**config.mk**
```make
export PLATFORM = sky130hd
export DESIGN_NAME = minus_seq
export DESIGN_NICKNAME = d
export VERILOG_FILES = /design/src/rtl/minus_seq_pkg.sv /design/src/rtl/fin_sync.sv /design/src/rtl/minus_seq.sv
export SDC_FILE = /design/constraint.sdc
export NUM_CORES = 1
export LEC_CHECK = 0
export CORE_AREA = 2 2 188 283
export CTS_BUF_LIST = sky130_fd_sc_hd__clkbuf_16
export DETAILED_ROUTE_END_ITERATION = 8
export DIE_AREA = 0 0 190 285
export MAX_ROUTING_LAYER = met4
export PLACE_DENSITY_LB_ADDON = 0.3
export SLEW_MARGIN = 10
export SYNTH_ARGS = -nofsm -noshare
export SYNTH_HDL_FRONTEND = slang
export SYNTH_HIERARCHICAL = 1
export SYNTH_SLANG_ARGS = --single-unit
```
**constraint.sdc**
```tcl
create_clock -name clk -period 3.8 [get_ports clk]
set_input_delay 0.57 -clock clk [delete_from_list [all_inputs] [get_ports clk]]
set_output_delay 0.57 -clock clk [all_outputs]
set_load 0.005 [all_outputs]
```
**src/rtl/minus_seq_pkg.sv**
```systemverilog
// Shared types and constants for the minus_seq multi-word subtraction sequencer.
package minus_seq_pkg;

  typedef enum logic [2:0] {
    StIdle,
    StSetup,
    StFire,
    StWait,
    StDone
  } state_e;

  localparam int unsigned SYNC_DEPTH = 2;
  localparam int unsigned GUARD_CYC  = 2;

endpackage

```
**src/rtl/fin_sync.sv**
```systemverilog
// Multi-flop synchronizer for the self-timed fin strobe; resets high to match fin idle.
module fin_sync
  import minus_seq_pkg::*;
#(
  parameter int unsigned Depth = SYNC_DEPTH
) (
  input  logic clk,
  input  logic rst_n,
  input  logic d,
  output logic q
);

  logic [Depth-1:0] sync_q;

  always_ff @(posedge clk or negedge rst_n) begin
    if (!rst_n) begin
      sync_q <= '1;
    end else begin
      sync_q <= {sync_q[Depth-2:0], d};
    end
  end

  assign q = sync_q[Depth-1];

endmodule

```
**src/rtl/minus_seq.sv**
```systemverilog
// Issues K chained N-bit requests to the self-timed minus stage to compute A - B - bin.
// Optional WAIT timeout abort is enabled by defining MINUS_SEQ_TIMEOUT_EN.
module minus_seq
  import minus_seq_pkg::*;
#(
  parameter int unsigned N   = 32,
  parameter int unsigned K   = 4,
  parameter int unsigned TMO = 255
) (
  input  logic           clk,
  input  logic           rst_n,
  input  logic           start,
  input  logic [N*K-1:0] a,
  input  logic [N*K-1:0] b,
  input  logic           bin,
  output logic           busy,
  output logic           done,
  output logic [N*K-1:0] diff,
  output logic           bout,
  output logic           err,
  output logic           m_req,
  output logic [N-1:0]   m_x,
  output logic [N-1:0]   m_y,
  output logic           m_cin,
  input  logic           m_fin,
  input  logic [N-1:0]   m_so,
  input  logic           m_couto
);

  localparam int unsigned IdxW   = (K > 1) ? $clog2(K) : 1;
  localparam int unsigned GuardW = (GUARD_CYC > 1) ? $clog2(GUARD_CYC) : 1;
  localparam logic [IdxW-1:0]   LastIdx   = IdxW'(K - 1);
  localparam logic [GuardW-1:0] LastGuard = GuardW'(GUARD_CYC - 1);

  state_e            state_q, state_d;
  logic [IdxW-1:0]   idx_q, nxt_idx;
  logic [GuardW-1:0] guard_q;
  logic [N*K-1:0]    a_q, b_q, diff_q;
  logic              borrow_q, bout_q, err_q, m_req_q, m_cin_q;
  logic [N-1:0]      m_x_q, m_y_q;
  logic              fin_s, accept, capture, abort, timeout_hit;

  fin_sync #(
    .Depth(SYNC_DEPTH)
  ) u_fin_sync (
    .clk  (clk),
    .rst_n(rst_n),
    .d    (m_fin),
    .q    (fin_s)
  );

  assign nxt_idx = idx_q + 1'b1;

`ifdef MINUS_SEQ_TIMEOUT_EN
  localparam int unsigned TmoW = $clog2(TMO + 1);

  logic [TmoW-1:0] wait_cnt_q;

  // Last allowed WAIT cycle; abort if fin is still low at its end.
  assign timeout_hit = (wait_cnt_q == TmoW'(TMO - 1));

  always_ff @(posedge clk or negedge rst_n) begin
    if (!rst_n) begin
      wait_cnt_q <= '0;
    end else if (state_q != StWait) begin
      wait_cnt_q <= '0;
    end else begin
      wait_cnt_q <= wait_cnt_q + 1'b1;
    end
  end
`else
  logic unused_tmo;
  assign unused_tmo  = ^TMO;
  assign timeout_hit = 1'b0;
`endif

  always_comb begin
    state_d = state_q;
    accept  = 1'b0;
    capture = 1'b0;
    abort   = 1'b0;
    unique case (state_q)
      StIdle: begin
        // fin low here means a previous request is still in flight.
        if (start && fin_s) begin
          accept  = 1'b1;
          state_d = StSetup;
        end
      end
      StSetup: state_d = StFire;
      StFire: begin
        if (guard_q == LastGuard) state_d = StWait;
      end
      StWait: begin
        if (fin_s) begin
          capture = 1'b1;
          state_d = (idx_q == LastIdx) ? StDone : StSetup;
        end else if (timeout_hit) begin
          abort   = 1'b1;
          state_d = StDone;
        end
      end
      StDone:  state_d = StIdle;
      default: state_d = StIdle;
    endcase
  end

  always_ff @(posedge clk or negedge rst_n) begin
    if (!rst_n) begin
      state_q  <= StIdle;
      idx_q    <= '0;
      guard_q  <= '0;
      a_q      <= '0;
      b_q      <= '0;
      diff_q   <= '0;
      borrow_q <= 1'b0;
      bout_q   <= 1'b0;
      err_q    <= 1'b0;
      m_req_q  <= 1'b0;
      m_x_q    <= '0;
      m_y_q    <= '0;
      m_cin_q  <= 1'b0;
    end else begin
      state_q <= state_d;
      // Operands for the next word are loaded on entry to SETUP so they settle before req.
      if (accept) begin
        a_q     <= a;
        b_q     <= b;
        idx_q   <= '0;
        err_q   <= 1'b0;
        diff_q  <= '0;
        m_x_q   <= a[N-1:0];
        m_y_q   <= b[N-1:0];
        m_cin_q <= bin;
      end
      if (state_q == StSetup) begin
        m_req_q <= 1'b1;
        guard_q <= '0;
      end
      if (state_q == StFire) begin
        guard_q <= guard_q + 1'b1;
      end
      if (capture) begin
        diff_q[idx_q*N +: N] <= m_so;
        borrow_q             <= m_couto;
        m_req_q              <= 1'b0;
        if (idx_q == LastIdx) begin
          bout_q <= m_couto;
        end else begin
          idx_q   <= nxt_idx;
          m_x_q   <= a_q[nxt_idx*N +: N];
          m_y_q   <= b_q[nxt_idx*N +: N];
          m_cin_q <= m_couto;
        end
      end
      if (abort) begin
        m_req_q <= 1'b0;
        err_q   <= 1'b1;
        bout_q  <= borrow_q;
      end
    end
  end

  assign busy  = (state_q != StIdle);
  assign done  = (state_q == StDone);
  assign diff  = diff_q;
  assign bout  = bout_q;
  assign err   = err_q;
  assign m_req = m_req_q;
  assign m_x   = m_x_q;
  assign m_y   = m_y_q;
  assign m_cin = m_cin_q;

endmodule

```
==> flow_summary_export.csv, run 1 <==
group,metric,value,unit
place,routabilityCongestion,0.844,
drt,initialDrtViolationCount,782,
finish,ff_latch_area,11500,um^2
timing,final_hold_viol_count,0,
place,dp_hpwl,41500,um
drt,wl_per_cell,25.6,um
cts,clock_buffer_count_from_cts,45,
finish,syn2layout_area_growth,31.9,%
status,status,"finished, final reports clean",
drt,dr_total_vias,14000,
logic_synthesis,synth_seq_area_share,0.560,
worst_setup_path,timing_worst_setup_path_type,"reg -> reg",
finish,post_route_cells_drive_above_1_share,0.203,
global_routing,grt_start_max_net_pins,92,
drt,remaining_drc_errors,0,
power,power.density_cell_area,783,nW/um^2
cts,clkTransAtPathRegs,0.06,ns
timing,clock_skew,0.00857,ns
cts,clock_tree.buffer_depth,3,
die,dieArea,54200,um^2
cts,holdBufCountCts,0,
job,timing.max_cap.violations,0,
timing,finalCriticalPeriod,2.65,ns
logic_synthesis,synth-edff-count,0,
timing,whs,0.0583,ns
die,start_util,0.395,
logic_synthesis,yosys_most_used_dff,"dfrtp_1",
worst_setup_path,reg2reg_slack,1.15,ns
drt,vias_per_cell,5.69,
logic_synthesis,cell_taking_the_most_area_after_synthesis,"dfrtp_1",
die,die_width,190,um
logic_synthesis,synth.lib_cells_used.distinct,48,
logic_synthesis,synthArstFlopShare,1.00,
place,place_area,25600,um^2
global_routing,grt_first_pass_wirelength,96100,um
cts,worstSkewPairLatency,0.56,ns
worst_setup_path,depth_of_the_worst_register_to_register_path,4,
power,ir_worst_vdd,0.402,mV
finish,final_design_area_no_fill,27100,um^2
power,cellLeakagePower,0.0112,uW
timing,final-setup-viol-count,0,
worst_setup_path,timing.critical_path.from_type,"flip-flop",
logic_synthesis,postSynthNetCount,1593,
drt,drtAntennaViolNets,0,
drt,routedLengthMet1,24300,um
worst_hold_path,timing.hold.worst.class,"in -> async",
cts,ctsResizeCount,0,
timing,setup-tns-final,0,ns
drt,drt_first_pass_iters,5,
worst_setup_path,worstPathRequired,4.24,ns
global_routing,grt.total_usage,0.239,
drt,routed_wl,63100,um
finish,final_nets,2036,
timing,final_critical_path_share_of_the_clock_period,0.698,
timing,maxSlewHeadroom,0.330,
die,die_height,285,um
worst_setup_path,cp-end-kind,"flip-flop",
worst_setup_path,data_arrival_time_at_the_worst_slack_endpoint,3.09,ns
cts,cts_root_buf,"clkbuf_16",
global_routing,antenna_found_initial,14,
cts,tritoncts_clock_tree,"yes",
die,core_area,51900,um^2
cts,postCtsSetupBuffers,0,
drt,detailroute.wirelength.met3,3480,um
timing,rsz_0062_raised_after_global_routing,"false",
logic_synthesis,postSynthRegisterBits,459,
cts,cts_max_level,2,
power,power,21200,uW
timing,drv_slew,0,
logic_synthesis,postSynthCellCount,1293,
worst_setup_path,timing.rr.end,"m_x[24]",
global_routing,grt_overflow_total,0,
die,ioPinCount,492,
worst_setup_path,worstReg2RegStart,"state_q[0]",
logic_synthesis,synthesis.yosys.warnings,6,
finish,multiInputGateArea,7940,um^2
drt,top_signal_layer_used,"met4",
logic_synthesis,synthDominantCellAreaShare,0.557,
die,total_number_of_placement_rows,103,
logic_synthesis,avgSynthCellArea,15.9,um^2
global_routing,number_of_global_route_vias_before_repair,15200,
drt,met2_wirelength,32500,um
timing,achievable-frequency,377,MHz
finish,num-fill-cells,4358,
logic_synthesis,post_synth_main_area_contributors,"dfrtp_1, mux2_4, mux4_2",
timing,worst_pin_slew,1.01,ns
logic_synthesis,syn_area,20500,um^2
worst_setup_path,cp_max_fo,43,
place,port-buffer-count,490,
cts,cts_sinks,459,
[cell type report]
cell class,count,share of cell area
diodes,14,0.00129
clock buffers,46,0.0425
clock inverters,30,0.00943
inverters,5,0.000740
multi-input cells,697,0.293
flip-flops and latches,459,0.425
well taps,682,0.0315
repair buffers,528,0.197
[logic make-up after synthesis]
family                   after synthesis  share of synthesized area
buffers and inverters                137                     0.0566
adder cells (fa/ha/maj)                6                    0.00366
other                                  1                   0.000183
AND/OR/NAND/NOR                       31                     0.0129
flip-flops                           459                      0.560
multiplexers                         322                      0.230
AO/OA/AOI/OAI                        337                      0.137
[cells in the mapped netlist, types with 3 or more instances]
cell         n
inv_1        5
ha_1         6
clkbuf_1    30
mux2_4     100
a21oi_1      3
mux2_1      87
buf_6       34
buf_8        9
buf_12      11
buf_2       26
and2_4       3
mux2_2      71
a22oi_2      3
a32o_1      96
a32oi_1     65
mux4_2      64
o21ai_0     46
dfrtp_1    457
o21ai_1     24
nand2_1      3
buf_4       21
a22o_1      32
nor2_1       4
a2bb2oi_1   65
[metal layers]
layer,vias up,GRT usage
met4,0,0.111
li1,5967,-
met2,536,0.400
met1,7356,0.282
met3,145,0.0386
met5,-,-
[metrics by stage]
step,cells,setup WS (ns),util
after floorplan,1293,1.51,-
after global placement,2371,1.02,0.493
after detailed placement,2371,1.00,0.493
after CTS,2447,1.05,0.520
after global routing,2461,0.968,0.521
final,2461,1.15,0.521
[flip-flops by register name (all words and copies together) (netlist names)]
register and count:
a_q 128, b_q 128, diff 128, m_x 32, m_y 32, state_q 3
idx_q 2, u_fin_sync/sync_q 2, bout 1, guard_q 1, m_cin 1, m_req 1
[worst max path at each step]
| stage | startpoint | to | cells after the start |
|---|---|---|---|
| 6_report | state_q[0] | m_x[24] | 4 |
| 5_1_grt | state_q[0] | m_x[24] | 4 |
| 4_1_cts | state_q[0] | m_x[24] | 4 |
| 3_5_place_dp | start | a_q[50] | 5 |
| 3_3_place_gp | start | a_q[97] | 5 |
| 2_1_floorplan | idx_q[0] | diff[100] | 8 |
[where the power goes]
group	total [uW]	switching, uW	internal, uW
registers	8200	1190	7010
logic	8620	3460	5170
clock network	4380	1910	2460
[critical path, stage by stage, from the launching register on]
cell	delay (ns)
dfrtp_1	0.63
and4b_4	0.81
nand2_4	0.49
buf_4	0.38
a2bb2oi_1	0.18
[layout by cell type (no fill, tap or decap), drive strengths merged, types with 2 or more instances in the layout]
cell / Yosys / final
and3: 2 / 2
o21ai: 70 / 70
nand2b: 2 / 2
mux2: 258 / 258
and2: 4 / 4
a22oi: 3 / 3
a22o: 32 / 32
a32oi: 65 / 65
clkdlybuf4s50: 0 / 489
dfrtp: 457 / 457
a21oi: 3 / 3
nand2: 5 / 5
ha: 6 / 6
dfstp: 2 / 2
clkbuf: 30 / 46
diode: 0 / 14
bufinv: 0 / 4
a32o: 96 / 96
clkinv: 0 / 16
nor2: 5 / 5
buf: 102 / 39
a2bb2oi: 65 / 65
inv: 5 / 15
nor3: 4 / 4
mux4: 64 / 64
(Power assumes the default switching activity.)
==> run 2: changes to the inputs <==
clock period = 2.8 ns   (was 3.8 ns; I/O delays follow)
==> flow_summary_export.csv, run 2 (synthesis gave the netlist of run 1 again) <==
group,metric,value,unit
status,status,"finished, final reports clean",
global_routing,grt_first_pass_wirelength,95000,um
drt,vias_per_cell,5.70,
finish,post_route_cells_drive_above_1_share,0.203,
finish,final_common_cell,"clkdlybuf4s50_1",
die,core_area,51900,um^2
worst_setup_path,cp_max_fo,13,
drt,routed_wl,62800,um
die,ioPinCount,492,
global_routing,antenna_found_initial,9,
global_routing,grt_start_max_net_pins,83,
worst_setup_path,timing_worst_setup_path_type,"reg -> out",
worst_setup_path,worst_path_dominant_cell_family,"flip-flops",
worst_setup_path,cp_num_buf_inv,1,
cts,worstSkewPairLatency,0.56,ns
timing,drv_slew,0,
timing,worst_pin_slew,1.17,ns
drt,drt_first_pass_iters,5,
worst_setup_path,worstPathCellList,"nor2_1, and2_1, clkdlybuf4s50_1",
cts,clock_buffer_count_from_cts,46,
timing,maxSlewHeadroom,0.223,
finish,most_frequent_cells_in_the_layout,"clkdlybuf4s50_1, dfrtp_1, mux2_4, a32o_1, mux2_1",
cts,cts_sinks,459,
power,ir_worst_vdd,0.712,mV
drt,wl_per_cell,25.4,um
die,dieArea,54200,um^2
drt,dr_total_vias,14100,
timing,final-setup-viol-count,0,
timing,final_critical_path_share_of_the_clock_period,0.902,
finish,ff_latch_area,11500,um^2
place,routabilityCongestion,0.848,
power,power.density_cell_area,1050,nW/um^2
global_routing,number_of_global_route_vias_before_repair,15200,
place,dp_worst_setup_slack,0.299,ns
drt,drtAntennaViolNets,0,
cts,cts_max_level,2,
finish,final_nets,2044,
drt,initialDrtViolationCount,827,
worst_hold_path,timing.hold.worst.class,"in -> reg",
drt,remaining_drc_errors,0,
worst_setup_path,cp-end-kind,"output pin",
job,timing.max_cap.violations,0,
place,port-buffer-count,490,
timing,postLayoutSetupSlackWorst,0.274,ns
finish,num-fill-cells,4353,
finish,syn2layout_area_growth,32.2,%
die,start_util,0.395,
global_routing,grt_overflow_total,0,
worst_setup_path,data_arrival_time_at_the_worst_slack_endpoint,2.11,ns
timing,finalCriticalPeriod,2.53,ns
timing,final_hold_viol_count,0,
finish,multiInputGateArea,7940,um^2
cts,tritoncts_clock_tree,"yes",
cts,cts_root_buf,"clkbuf_16",
worst_setup_path,cpPeakStageDelay,0.57,ns
die,die_width,190,um
cts,ctsResizeCount,0,
cts,clkTransAtPathRegs,0.06,ns
worst_setup_path,timing.critical_path.from_type,"flip-flop",
worst_setup_path,worstPathRequired,2.38,ns
timing,achievable-frequency,396,MHz
timing,clock_skew,0.0118,ns
timing,rsz_0062_raised_after_global_routing,"false",
timing,setup-tns-final,0,ns
global_routing,grt.total_usage,0.236,
worst_setup_path,slowest_stage,"dfrtp_1",
power,cellLeakagePower,0.0113,uW
place,dp_hpwl,41800,um
die,die_height,285,um
die,total_number_of_placement_rows,103,
cts,clock_tree.buffer_depth,3,
[run 2: cell types whose count changed in the layout (fill, tap and decap cells not counted), sizes merged]
| cell | before | now |
|---|---|---|
| diode | 14 | 10 |
| clkinv | 16 | 23 |
| dlygate4sd3 | 0 | 1 |
| buf | 39 | 45 |
| clkbuf | 46 | 47 |
| bufinv | 4 | 1 |
| inv | 15 | 18 |
[run 2: timing repair]
item,4_1_cts,5_1_grt
endpoints found under the hold margin,50,0
buffers inserted,0,0
endpoints found under the setup margin,0,0
hold buffers,1,0
[run 2: worst paths after layout]
kind	from	endpoint	slack, ns	cells after the start
max	state_q[0]	done	0.27	3
min	m_fin	u_fin_sync/sync_q[0]	0.27	1
max reg2reg	idx_q[1]	diff[66]	0.42	6
min reg2reg	u_fin_sync/sync_q[0]	u_fin_sync/sync_q[1]	0.36	0
max in group asynchronous	rst_n	diff[122]	1.42	4
min in group asynchronous	rst_n	b_q[79]	0.40	2
[run 2: per-layer routing]
layer  global-route usage  vias up  wire length (um)
met2                0.409      533             32800
li1                     -     5987                 -
met3               0.0374      144              3610
met4                0.109        0              2880
met5                    -        -                 0
met1                0.267     7415             23500
[run 2: through the flow]
| stage | util | cell area, um^2 | total power [uW] | hold WS [ns] | std cells |
|---|---|---|---|---|---|
| finish | 0.522 | 27100 | 28600 | 0.274 | 2472 |
| global route | 0.522 | 27100 | 30100 | 0.254 | 2471 |
| CTS | 0.522 | 27100 | 28900 | 0.245 | 2462 |
| detailed placement | 0.495 | 25700 | 23100 | 0.347 | 2377 |
| global placement | 0.495 | 25700 | 22700 | 0.348 | 2377 |
| floorplan | - | 20500 | 18300 | 0.124 | 1293 |
[run 2: power by group]
group	switching (uW)	internal, uW	leakage (uW)
registers	1640	9510	0.00575
logic	4680	7070	0.00479
clock network	2600	3120	0.000718
[run 2: final cells by class]
cell class,instances,area share
repair buffers,535,0.200
clock inverters,37,0.00687
diodes,10,0.000922
inverters,5,0.000738
clock buffers,47,0.0434
well taps,682,0.0315
multi-input cells,697,0.293
flip-flops and latches,459,0.424
[run 2: worst register-to-register path, stage by stage, from the launching register on]
cell	delay, ns
dfrtp_1	0.39
inv_1	0.13
ha_4	0.33
buf_4	0.49
nor4b_4	0.31
buf_4	0.41
a32o_1	0.24
